--- config.mk ---
export PLATFORM = sky130hd
export DESIGN_NAME = ov7670_frame_source_flat
export DESIGN_NICKNAME = d
export VERILOG_FILES = /design/src/rtl/ov7670_pkg.sv /design/src/rtl/ov7670_frame_source_if.sv /design/src/rtl/ov7670_pattern_gen.sv /design/src/rtl/ov7670_frame_source.sv /design/src/flat_wrapper.sv
export SDC_FILE = /design/constraint.sdc
export NUM_CORES = 1
export LEC_CHECK = 0
export BUFFER_PORTS_ARGS = -buffer_cell sky130_fd_sc_hd__buf_2
export CORE_MARGIN = 2
export CORE_UTILIZATION = 36
export CTS_BUF_LIST = sky130_fd_sc_hd__clkbuf_4 sky130_fd_sc_hd__clkbuf_8 sky130_fd_sc_hd__clkbuf_16
export CTS_CLUSTER_SIZE = 25
export DETAILED_ROUTE_END_ITERATION = 8
export PLACE_DENSITY = 0.52
export SLEW_MARGIN = 40
export SYNTH_ARGS = -nofsm -noshare
export SYNTH_HDL_FRONTEND = slang
export SYNTH_SLANG_ARGS = --single-unit
--- constraint.sdc ---
create_clock -name Clk -period 8.6 [get_ports Clk]
set_input_delay 0.86 -clock Clk [delete_from_list [all_inputs] [get_ports Clk]]
set_output_delay 0.86 -clock Clk [all_outputs]
set_load 0.01 [all_outputs]
--- src/rtl/ov7670_pkg.sv ---
// Shared constants for the OV7670-style frame source: FSM encoding, pattern
// selectors and the colour-bar table.
package ov7670_pkg;

  typedef logic [2:0] state_t;

  localparam state_t ST_IDLE   = 3'd0;
  localparam state_t ST_VSYNC  = 3'd1;
  localparam state_t ST_VBACK  = 3'd2;
  localparam state_t ST_ACTIVE = 3'd3;
  localparam state_t ST_VFRONT = 3'd4;

  localparam logic [1:0] PAT_BARS  = 2'd0;
  localparam logic [1:0] PAT_GRAD  = 2'd1;
  localparam logic [1:0] PAT_CHECK = 2'd2;
  localparam logic [1:0] PAT_SOLID = 2'd3;

  // Index 0 is the leftmost bar.
  localparam logic [7:0][11:0] BAR_RGB = {12'hFFF, 12'hF0F, 12'h0FF, 12'hFF0,
                                          12'h00F, 12'h0F0, 12'hF00, 12'h000};

  // First byte of a pixel carries R, second carries {G,B}.
  function automatic logic [7:0] rgb_byte(input logic [11:0] rgb, input logic second);
    return second ? rgb[7:0] : {4'h0, rgb[11:8]};
  endfunction

endpackage

--- src/rtl/ov7670_frame_source_if.sv ---
// Camera-side bus of the frame source: pixel clock, syncs and data byte.
interface ov7670_frame_source_if;
  logic       pclk;
  logic       vsync;
  logic       href;
  logic [7:0] D;

  modport master (output pclk, vsync, href, D);
  modport slave  (input  pclk, vsync, href, D);
endinterface

--- src/rtl/ov7670_pattern_gen.sv ---
// Test-pattern colour lookup; the colour is registered on the tick that the
// frame FSM moves to the coordinates presented on x_i/y_i.
module ov7670_pattern_gen
  import ov7670_pkg::*;
#(
  parameter int H_ACTIVE_PX = 320
) (
  input  logic        Clk,
  input  logic        reset_n,
  input  logic        tick_i,
  input  logic [15:0] x_i,
  input  logic [4:0]  y_i,
  input  logic [1:0]  pattern_i,
  input  logic [11:0] solid_i,
  output logic [11:0] rgb_o
);

  localparam int BAR_W = (H_ACTIVE_PX / 8 > 0) ? H_ACTIVE_PX / 8 : 1;

  logic [15:0] bar;
  logic [11:0] rgb_d, rgb_q;

  always_comb begin
    bar   = x_i / 16'(BAR_W);
    rgb_d = solid_i;
    unique case (pattern_i)
      PAT_BARS:  rgb_d = BAR_RGB[(bar > 16'd7) ? 3'd7 : bar[2:0]];
      PAT_GRAD:  rgb_d = {x_i[3:0], y_i[3:0], x_i[7:4]};
      PAT_CHECK: rgb_d = (x_i[4] ^ y_i[4]) ? 12'h000 : 12'hFFF;
      default:   rgb_d = solid_i;
    endcase
  end

  always_ff @(posedge Clk or negedge reset_n) begin
    if (!reset_n)    rgb_q <= 12'h000;
    else if (tick_i) rgb_q <= rgb_d;
  end

  assign rgb_o = rgb_q;

endmodule

--- src/rtl/ov7670_frame_source.sv ---
// Synthetic OV7670 camera: generates pclk, vsync, href and RGB444 bytes.
//
// state  | meaning
// IDLE   | bus quiet, waits for enable on a tick
// VSYNC  | vsync high for VSYNC_LN lines
// VBACK  | back porch; pattern and solid colour captured on entry
// ACTIVE | href high for the first 2*H_ACTIVE_PX ticks of each line
// VFRONT | front porch; leaving it pulses frame_done
module ov7670_frame_source
  import ov7670_pkg::*;
#(
  parameter int H_ACTIVE_PX   = 320,
  parameter int V_ACTIVE_LN   = 240,
  parameter int H_BLANK_BYTES = 144,
  parameter int VSYNC_LN      = 3,
  parameter int VBACK_LN      = 17,
  parameter int VFRONT_LN     = 10
) (
  input  logic        Clk,
  input  logic        reset_n,
  input  logic        enable,
  input  logic [1:0]  pattern_sel,
  input  logic [11:0] solid_rgb,
  output logic        frame_done,
  output logic [15:0] frame_count,
  ov7670_frame_source_if.master cam
);

  localparam logic [15:0] LINE_TICKS = 16'(2 * H_ACTIVE_PX + H_BLANK_BYTES);
  localparam logic [15:0] HREF_TICKS = 16'(2 * H_ACTIVE_PX);
  localparam logic [15:0] VSYNC_TC   = 16'(VSYNC_LN - 1);
  localparam logic [15:0] VBACK_TC   = 16'(VBACK_LN - 1);
  localparam logic [15:0] ACTIVE_TC  = 16'(V_ACTIVE_LN - 1);
  localparam logic [15:0] VFRONT_TC  = 16'(VFRONT_LN - 1);

  logic        pclk_q;
  state_t      state_q, state_d;
  logic [15:0] byte_q, byte_d;
  logic [15:0] left_q, left_d;
  logic [1:0]  pat_q, pat_d;
  logic [11:0] solid_q, solid_d;
  logic        done_q, done_d;
  logic [15:0] count_q, count_d;
  logic        tick;
  logic        href_w;
  logic [4:0]  y_d;
  logic [11:0] rgb;

  // A tick is the edge on which pclk falls, so outputs settle before it rises.
  assign tick = pclk_q;

  always_comb begin
    state_d = state_q;
    byte_d  = byte_q;
    left_d  = left_q;
    pat_d   = pat_q;
    solid_d = solid_q;
    done_d  = 1'b0;
    count_d = count_q;
    if (tick) begin
      if (state_q == ST_IDLE) begin
        if (enable) begin
          state_d = ST_VSYNC;
          byte_d  = 16'd0;
          left_d  = VSYNC_TC;
        end
      end else if (byte_q != LINE_TICKS - 16'd1) begin
        byte_d = byte_q + 16'd1;
      end else begin
        byte_d = 16'd0;
        if (left_q != 16'd0) begin
          left_d = left_q - 16'd1;
        end else begin
          unique case (state_q)
            ST_VSYNC: begin
              state_d = ST_VBACK;
              left_d  = VBACK_TC;
              pat_d   = pattern_sel;
              solid_d = solid_rgb;
            end
            ST_VBACK: begin
              state_d = ST_ACTIVE;
              left_d  = ACTIVE_TC;
            end
            ST_ACTIVE: begin
              state_d = ST_VFRONT;
              left_d  = VFRONT_TC;
            end
            ST_VFRONT: begin
              state_d = enable ? ST_VSYNC : ST_IDLE;
              left_d  = enable ? VSYNC_TC : 16'd0;
              done_d  = 1'b1;
              count_d = count_q + 16'd1;
            end
            default: begin
              state_d = ST_IDLE;
              left_d  = 16'd0;
            end
          endcase
        end
      end
    end
  end

  // Lines count down in ACTIVE, so the row index is the distance from the top.
  assign y_d = (state_d == ST_ACTIVE) ? 5'(ACTIVE_TC - left_d) : 5'd0;

  ov7670_pattern_gen #(.H_ACTIVE_PX(H_ACTIVE_PX)) u_pattern (
    .Clk       (Clk),
    .reset_n   (reset_n),
    .tick_i    (tick),
    .x_i       ({1'b0, byte_d[15:1]}),
    .y_i       (y_d),
    .pattern_i (pat_q),
    .solid_i   (solid_q),
    .rgb_o     (rgb)
  );

  always_ff @(posedge Clk or negedge reset_n) begin
    if (!reset_n) begin
      pclk_q  <= 1'b0;
      state_q <= ST_IDLE;
      byte_q  <= 16'd0;
      left_q  <= 16'd0;
      pat_q   <= 2'd0;
      solid_q <= 12'h000;
      done_q  <= 1'b0;
      count_q <= 16'd0;
    end else begin
      pclk_q  <= ~pclk_q;
      state_q <= state_d;
      byte_q  <= byte_d;
      left_q  <= left_d;
      pat_q   <= pat_d;
      solid_q <= solid_d;
      done_q  <= done_d;
      count_q <= count_d;
    end
  end

  assign href_w      = (state_q == ST_ACTIVE) && (byte_q < HREF_TICKS);
  assign cam.pclk    = pclk_q;
  assign cam.vsync   = (state_q == ST_VSYNC);
  assign cam.href    = href_w;
  assign cam.D       = href_w ? rgb_byte(rgb, byte_q[0]) : 8'h00;
  assign frame_done  = done_q;
  assign frame_count = count_q;

endmodule

--- src/flat_wrapper.sv ---
// flat-port wrapper written by rule: the top's interface ports become plain ports
module ov7670_frame_source_flat import ov7670_pkg::*;
#(
  parameter int H_ACTIVE_PX   = 320,
  parameter int V_ACTIVE_LN   = 240,
  parameter int H_BLANK_BYTES = 144,
  parameter int VSYNC_LN      = 3,
  parameter int VBACK_LN      = 17,
  parameter int VFRONT_LN     = 10
)
  (Clk, reset_n, enable, pattern_sel, solid_rgb, frame_done, frame_count, cam_pclk, cam_vsync, cam_href, cam_D);
  ov7670_frame_source_if cam_i ();
  input  logic Clk;
  input  logic reset_n;
  input  logic enable;
  input  logic [1:0] pattern_sel;
  input  logic [11:0] solid_rgb;
  output logic frame_done;
  output logic [15:0] frame_count;
  output wire logic [$bits(cam_i.pclk)-1:0] cam_pclk;
  output wire logic [$bits(cam_i.vsync)-1:0] cam_vsync;
  output wire logic [$bits(cam_i.href)-1:0] cam_href;
  output wire logic [$bits(cam_i.D)-1:0] cam_D;
  assign cam_pclk = cam_i.pclk;
  assign cam_vsync = cam_i.vsync;
  assign cam_href = cam_i.href;
  assign cam_D = cam_i.D;
  ov7670_frame_source #(.H_ACTIVE_PX(H_ACTIVE_PX), .V_ACTIVE_LN(V_ACTIVE_LN), .H_BLANK_BYTES(H_BLANK_BYTES), .VSYNC_LN(VSYNC_LN), .VBACK_LN(VBACK_LN), .VFRONT_LN(VFRONT_LN)) u_core (.Clk(Clk), .reset_n(reset_n), .enable(enable), .pattern_sel(pattern_sel), .solid_rgb(solid_rgb), .frame_done(frame_done), .frame_count(frame_count), .cam(cam_i));
endmodule
==> Yosys cells after proc, flatten, opt, wreduce, memory -nomap -nowiden <==
Memories as Yosys holds them, arrays and structs flattened.
Cells that the tools add are included.
{ "word_totals": {"out_inout_bits": 28, "rom_bits": 96, "in_bits": 17, "regBits": 79, "mem_count": 1, "word_cells": 70} }
{ "memory_table": {"columns": ["name", "depth", "width", "rd", "rd_clocked_by_memory_dff", "write_ports", "line_no", "source"], "rows": [
  ["(name not given)", 8, 12, 1, 0, 0, "ov7670_pattern_gen.sv:27", "PAT_BARS: rgb_d = BAR_RGB[(bar > 16'd7) ? 3'd7 : bar[2:0]];"]
]} }
{ "op_classes": {"div_mod_pow": 1, "addsub": 4, "mux": 30, "n_lt_le_gt_ge": 3, "bitwise_logic": 5, "reduce_logical": 7, "eq_ne": 9} }
{ "ops": {"columns": ["cell", "n"], "rows": [
  ["$mux 16", 9],
  ["$pmux 16 s4", 1],
  ["$pmux 12 s3", 1],
  ["$add 16x1->16 const B", 2],
  ["$mux 12", 2],
  ["$mux 3", 6],
  ["$div 15x6->16 const B", 1],
  ["$gt 16x3->1 const B", 1],
  ["$lt 16x10->1 const B", 1],
  ["$mux 8", 2],
  ["$ne 16x10->1 const B", 1],
  ["$reduce_bool 16->1", 1],
  ["$sub 16x1->16 const B", 1],
  ["$pmux 3 s4", 1],
  ["$reduce_and 5->1", 2],
  ["$eq 3x2->1 const B", 3],
  ["$mux 1", 6],
  ["$mux 5", 1],
  ["$sub 4x5->5 const A", 1],
  ["$lt 3x4->1 const B", 1],
  ["$not 1->1", 4],
  ["$eq 3x1->1 const B", 1],
  ["$eq 3x3->1 const B", 1],
  ["$logic_not 3->1", 1],
  ["other kinds (8)", 8]
]} }

==> Depth between registers and ports, before layout <==
{ "depth": {"word_depth": 11, "mapped_depth": 22, "mapped_depth_nobuf": 18} }

==> By module <==
Synthesis repeated with hierarchy kept, for this count alone.
{ "hier_totals": {"cells_unflattened": 637, "hier_area_um2": 5670.4} }
{ "modules_own_cells": {"columns": ["mod", "cells_each", "seq_area_each_um2", "instances", "area_each_um2"], "rows": [
  ["ov7670_frame_source", 363, 1676.6, 1, 3634.7],
  ["ov7670_pattern_gen", 274, 300.3, 1, 2035.7]
]} }

==> Least setup slack after synthesis <==
No wires, ideal clock.
{ "synth_timing": {"path_type": "flip-flop to flip-flop", "from": "reg u_core.byte_q[0]", "to": "reg u_core.u_pattern.rgb_q[10], in the netlist u_core.u_pattern.rgb_o[10]", "required_time_ns": 8.468, "setup_ns": 0.132, "arrival_ns": 4.573, "path_stages_with_launch": 23, "path_buffers": 5, "synth_period_minus_slack_ns": 4.705, "slack_ns": 3.895, "cell_sequence": "dfrtp_1 > ha_1 > and3_1 > buf_6 > and4_1 > buf_6 > or3_1 > a31o_1 > buf_4 > and3_1 > or2_1 > a211o_1 > buf_6 > nor3_1 > o32ai_4 > and2_4 > buf_6 > mux2i_1 > a2111oi_2 > o211ai_1 > o22a_1 > mux2i_2 > a21oi_1"} }
{ "synth_via": {"elab_chain_cells": 10, "word_cells_on_any_way": 22, "classes_between": "add/sub (2); div (1); order compare (1); eq/ne (2); mux (14); bitwise (1); memory (1)"} }
{ "synth_rtl": {"columns": ["item", "line_no", "source"], "rows": [
  ["start, declared", "ov7670_frame_source.sv:38", "logic [15:0] byte_q, byte_d;"],
  ["start signal, assigned", "ov7670_frame_source.sv:132", "byte_q <= byte_d;"],
  ["$add 16x1->16 or $ne 16x10->1 (tied branches)", "ov7670_frame_source.sv:68, ov7670_frame_source.sv:67", null],
  ["$mux 16", "ov7670_frame_source.sv:67", "end else if (byte_q != LINE_TICKS - 16'd1) begin"],
  ["$mux 16", "ov7670_frame_source.sv:61", "if (state_q == ST_IDLE) begin"],
  ["$mux 16", "ov7670_frame_source.sv:60", "if (tick) begin"],
  ["$div 15x6->16", "ov7670_pattern_gen.sv:24", "bar = x_i / 16'(BAR_W);"],
  ["$gt 16x3->1", "ov7670_pattern_gen.sv:27", null],
  ["$mux 3", "ov7670_pattern_gen.sv:27", null],
  ["$mem_v2 8x12", null, null],
  ["$mux 12", "ov7670_pattern_gen.sv:27", null],
  ["$pmux 12 s3 (*)", "ov7670_pattern_gen.sv:26", "unique case (pattern_i)"],
  ["end signal, assigned", "ov7670_pattern_gen.sv:36", "else if (tick_i) rgb_q <= rgb_d;"],
  ["end, declared", "ov7670_pattern_gen.sv:21", "logic [11:0] rgb_d, rgb_q;"]
]} }
Every way passes the cells marked *; elsewhere a longest branch is shown, timed or not. The select of a mux whose other input is x is not followed.
A chain may end at the register's enable or synchronous reset.

==> Worst setup path after layout <==
{ "layout_timing": {"from": "reg u_core.byte_q[0]", "to": "reg u_core.u_pattern.rgb_q[3], in the netlist u_core.u_pattern.rgb_o[3]"} }
Same word-level chain as after synthesis.

==> reports/metrics.csv <==
stage,metric,value,unit
clocking,Max Buffers Root-to-Sink,2,
clocking,Clock transition at path regs,0.06,ns
timing,Final Hold Viols,0,
floorplan,Initial Util,37.0,%
pwr,PwrDens,198,mW/mm²
clocking,clock root cell,clkbuf_16,
drt,Via density,5.87,
drt,Final ANT Viol Nets,0,
clocking,TritonCTS clock tree,done,
setup_path,Worst Setup Start Kind,flop,
floorplan,# IOs,45,
yosys,asr flop ratio synth,100,%
setup_path,Max stage delay on crit path,0.65,ns
pwr,leakage,2.68,nW
setup_path,"Max stage delay cell, worst path",dfrtp_1,
timing,RSZ-0062 raised after global routing,false,
pwr,total internal power,0.782,mW
yosys,Syn Std Cell Area,0.00538,mm²
run,Max Cap Viol,0,
clocking,clock sink count,79,
yosys,Synth Net Count,646,
pwr,Gate power share,28.5,%
clocking,clk_lat worst skew,0.34,ns
floorplan,die area,0.0159,mm²
timing,final max-slew violation count,0,
floorplan,Die Ht,126,µm
setup_path,worst endpoint required time,8.82,ns
global_route,Top Usage Layer GRT,met2,
yosys,post-synthesis cell count,625,
clocking,post-CTS sizing,0,
placement,gpl congestion,0.851,
yosys,compound-gate portion of the synthesized area,21.6,%
setup_path,cell-by-cell trace of the critical path,ha_1 -> nand3_1 -> or4_1 -> or4_1 -> o21ai_2 -> a21oi_1 -> a32oi_1 -> and2_1 -> a211oi_1 -> o32ai_4 -> and2_4 -> nor4_2 -> nor4_1 -> o21a_4 -> o311ai_2 -> a211oi_1 -> a21oi_1,
global_route,first-pass GRT wire length,23600,µm
floorplan,core area,0.0145,mm²
setup_path,R2R depth,17,
run_status,run status,finished clean,
yosys,synth unique cells,79,
setup_path,Crit. End Element,flop,
yosys,post-synthesis register bit count,79,
pwr,Psw,0.406,mW
cells_and_area,n_diodes,0,
cells_and_area,area added between synthesis and finish,11.7,%
yosys,post-synthesis adder-cell area fraction,0.931,%
drt,Residual DRC,0,
drt,vias,4930,
setup_path,worst-path fanout max,13,
yosys,largest family of logic cells by synthesized area,simple AND/OR/NAND/NOR gates,
setup_path,CP Depth,17,
pwr,total power,1.19,mW
global_route,GR Util met2,28.7,%
clocking,"Hold-fix buffers, CTS",0,
setup_path,Crit path arrival time,6.02,ns
drt,first-pass iteration count of the detailed router,6,
global_route,All-Layer GR Usage,17.9,%
timing,Setup TNS Final,0,ns
global_route,vias in the first global route,4707,
timing,Layout Skew,0.00842,ns
yosys,ys flop type,dfrtp_1,
yosys,post-synthesis xor/xnor area fraction,4.40,%
timing,pin slew with the least headroom to its limit,0.794,ns
cells_and_area,Fillers,1449,
global_route,M1 GR Usage,24.8,%
cells_and_area,area of the multi-input gates,0.00315,mm²
timing,minimum clock period,5.81,ns
floorplan,# rows,44,
yosys,top post-synthesis cells by area,"dfrtp_1, nand2_1, nor2_1",
yosys,yosys warns,0,
global_route,GR Layer Usage met3,3.19,%
pwr,sequential power share,39.1,%
cells_and_area,share of post-route cells with drive strength above 1,16.9,%
clocking,Post-CTS Setup Repair Bufs,0,
yosys,simple-gate share of the synthesized area,26.8,%
global_route,total gr overflow,0,
yosys,"area leader, netlist",dfrtp_1,
clocking,CTS Buf Count,9,
setup_path,"Buf+Inv Stages, Crit Path",0,
drt,initial detailed-routing violation count,334,
timing,Max Freq,172,MHz
yosys,sequential fraction of the synthesis area,36.8,%
timing,Max-Slew Margin vs Limit,46.6,%
yosys,Yosys top cell area share,36.8,%
timing,# setup viols final,0,
clocking,H-tree depth,3,
global_route,initial antenna violation count,0,
global_route,largest net degree at the start of global routing,80,
setup_path,"CP delay by family, top",simple AND/OR/NAND/NOR gates,
pwr,Clock Power Share,32.5,%
drt,final wirelength,14100,µm
placement,number of buffers added on ports,44,
yosys,mux cell area share after synthesis,4.52,%
cells_and_area,Final nets,672,
yosys,Synth Area per Inst,8.60,µm²
setup_path,kind of critical path,reg -> reg,
yosys,Post-synth EDFFs,0,
placement,hpwl dp,10100,µm
drt,WL per Instance,16.8,µm
timing,Final Cycle Share,67.5,%
pwr,sw frac,34.2,%
pwr,maximum VDD drop,105,µV
cells_and_area,FF/Latch Area,0.00198,mm²
worst_hold_path,min-delay worst type,in -> async,
floorplan,die width,126,µm
## state kept, by name (all words and copies together) (netlist names)
| signal | cells |
|---|---|
| u_core.byte_q | 16 |
| u_core.cam.pclk | 1 |
| u_core.frame_count | 16 |
| u_core.frame_done | 1 |
| u_core.left_q | 16 |
| u_core.pat_q | 2 |
| u_core.solid_q | 12 |
| u_core.state_q | 3 |
| u_core.u_pattern.rgb_o | 12 |
## cells in the mapped netlist (5+ instances only)
master    count
a211oi_1      8
a21oi_1      41
and2_1        5
and3_1       18
buf_2         7
buf_6         7
clkbuf_1     15
dfrtp_1      79
inv_1        16
mux2_2       15
mux2i_1       6
nand2_1      62
nand2b_1      7
nand3_1      22
nand4_1      11
nor2_1       59
nor3_1       40
nor4_1       12
nor4_2        5
o21ai_0      37
o21ai_1       6
o22a_1        5
o22ai_1       7
o31ai_1       8
or3_1        10
or4_1         6
xnor2_1      14
xor2_1       13
## metal layers
| layer | wire length [µm] | up-vias |
|---|---|---|
| met5 | 0 | - |
| li1 | - | 2371 |
| met2 | 6520 | 147 |
| met3 | 639 | 22 |
| met1 | 6740 | 2390 |
| met4 | 228 | 0 |
## cells by family (layout without fill, tap and decap cells)
family                   Yosys count  in the layout
AND/OR/NAND/NOR                  276            276
AO/OA/AOI/OAI                    164            164
flip-flops                        79             79
buffers and inverters             53             84
XOR/XNOR                          27             27
multiplexers                      22             22
adder cells (fa/ha/maj)            4              4
## area by class of cell
type	count	area share [%]
Multi-Input combinational cell	493	52.4
Sequential cell	79	32.9
Timing Repair Buffer	48	4.61
Clock buffer	11	4.00
Tap cell	184	3.83
Inverter	20	1.25
Clock inverter	5	0.980
## power by group through the flow
stage / combinational (mW) / sequential, mW / clock [mW]
after floorplan: 0.279 / 0.450 / 0
after global placement: 0.325 / 0.470 / 0
after detailed placement: 0.333 / 0.469 / 0
after CTS: 0.333 / 0.463 / 0.394
after global routing: 0.374 / 0.472 / 0.410
final: 0.338 / 0.464 / 0.386
## worst paths after layout
path,startpoint,endpoint,slack [ns]
hold / removal,reset_n,u_core.left_q[14],0.35
hold reg to reg,u_core.frame_count[15],u_core.frame_count[15],0.46
min in group Clk,u_core.frame_count[15],u_core.frame_count[15],0.46
max in group asynchronous,reset_n,u_core.byte_q[15],7.69
setup reg to reg,u_core.byte_q[0],u_core.u_pattern.rgb_o[3],2.79
setup / recovery,u_core.byte_q[0],u_core.u_pattern.rgb_o[3],2.79
## layout by cell type (no fill, tap or decap), drive strengths merged, types with 3 or more instances in the layout
| cell | count |
|---|---|
| and2 | 6 |
| o22ai | 9 |
| xnor2 | 14 |
| or3 | 10 |
| o31ai | 8 |
| nand2b | 7 |
| clkbuf | 11 |
| mux2 | 15 |
| buf | 48 |
| nand2 | 63 |
| nor2 | 60 |
| a21o | 4 |
| or2 | 4 |
| and3 | 18 |
| nor4 | 17 |
| nand3 | 22 |
| inv | 17 |
| nor3 | 41 |
| nand4 | 12 |
| o21ai | 44 |
| xor2 | 13 |
| ha | 4 |
| a211o | 4 |
| o22a | 5 |
| and4 | 4 |
| a211oi | 9 |
| mux2i | 7 |
| dfrtp | 79 |
| o211ai | 3 |
| o41ai | 3 |
| clkinv | 5 |
| or4 | 6 |
| a21oi | 42 |
| o221ai | 4 |
| a31oi | 3 |
## worst reg2reg max path: stages (launching register included)
cell      delay, ns
dfrtp_1        0.65
ha_1           0.29
nand3_1        0.30
or4_1          0.62
or4_1          0.43
o21ai_2        0.22
a21oi_1        0.12
a32oi_1        0.26
and2_1         0.44
a211oi_1       0.19
o32ai_4        0.41
and2_4         0.26
nor4_2         0.05
nor4_1         0.56
o21a_4         0.23
o311ai_2       0.17
a211oi_1       0.37
a21oi_1        0.11
## through the flow
step	instances	hold slack [ns]	cell area, µm²	utilization (%)	setup WS [ns]
2_1_floorplan	625	0.465	5380	-	3.90
4_1_cts	839	0.464	5980	41.1	2.88
6_report	840	0.347	6000	41.3	2.79
5_1_grt	840	0.354	6000	41.3	2.30
3_5_place_dp	823	0.452	5680	39.1	2.91
3_3_place_gp	823	0.453	5660	39.0	3.01
Power figures use the tool's default switching activity.
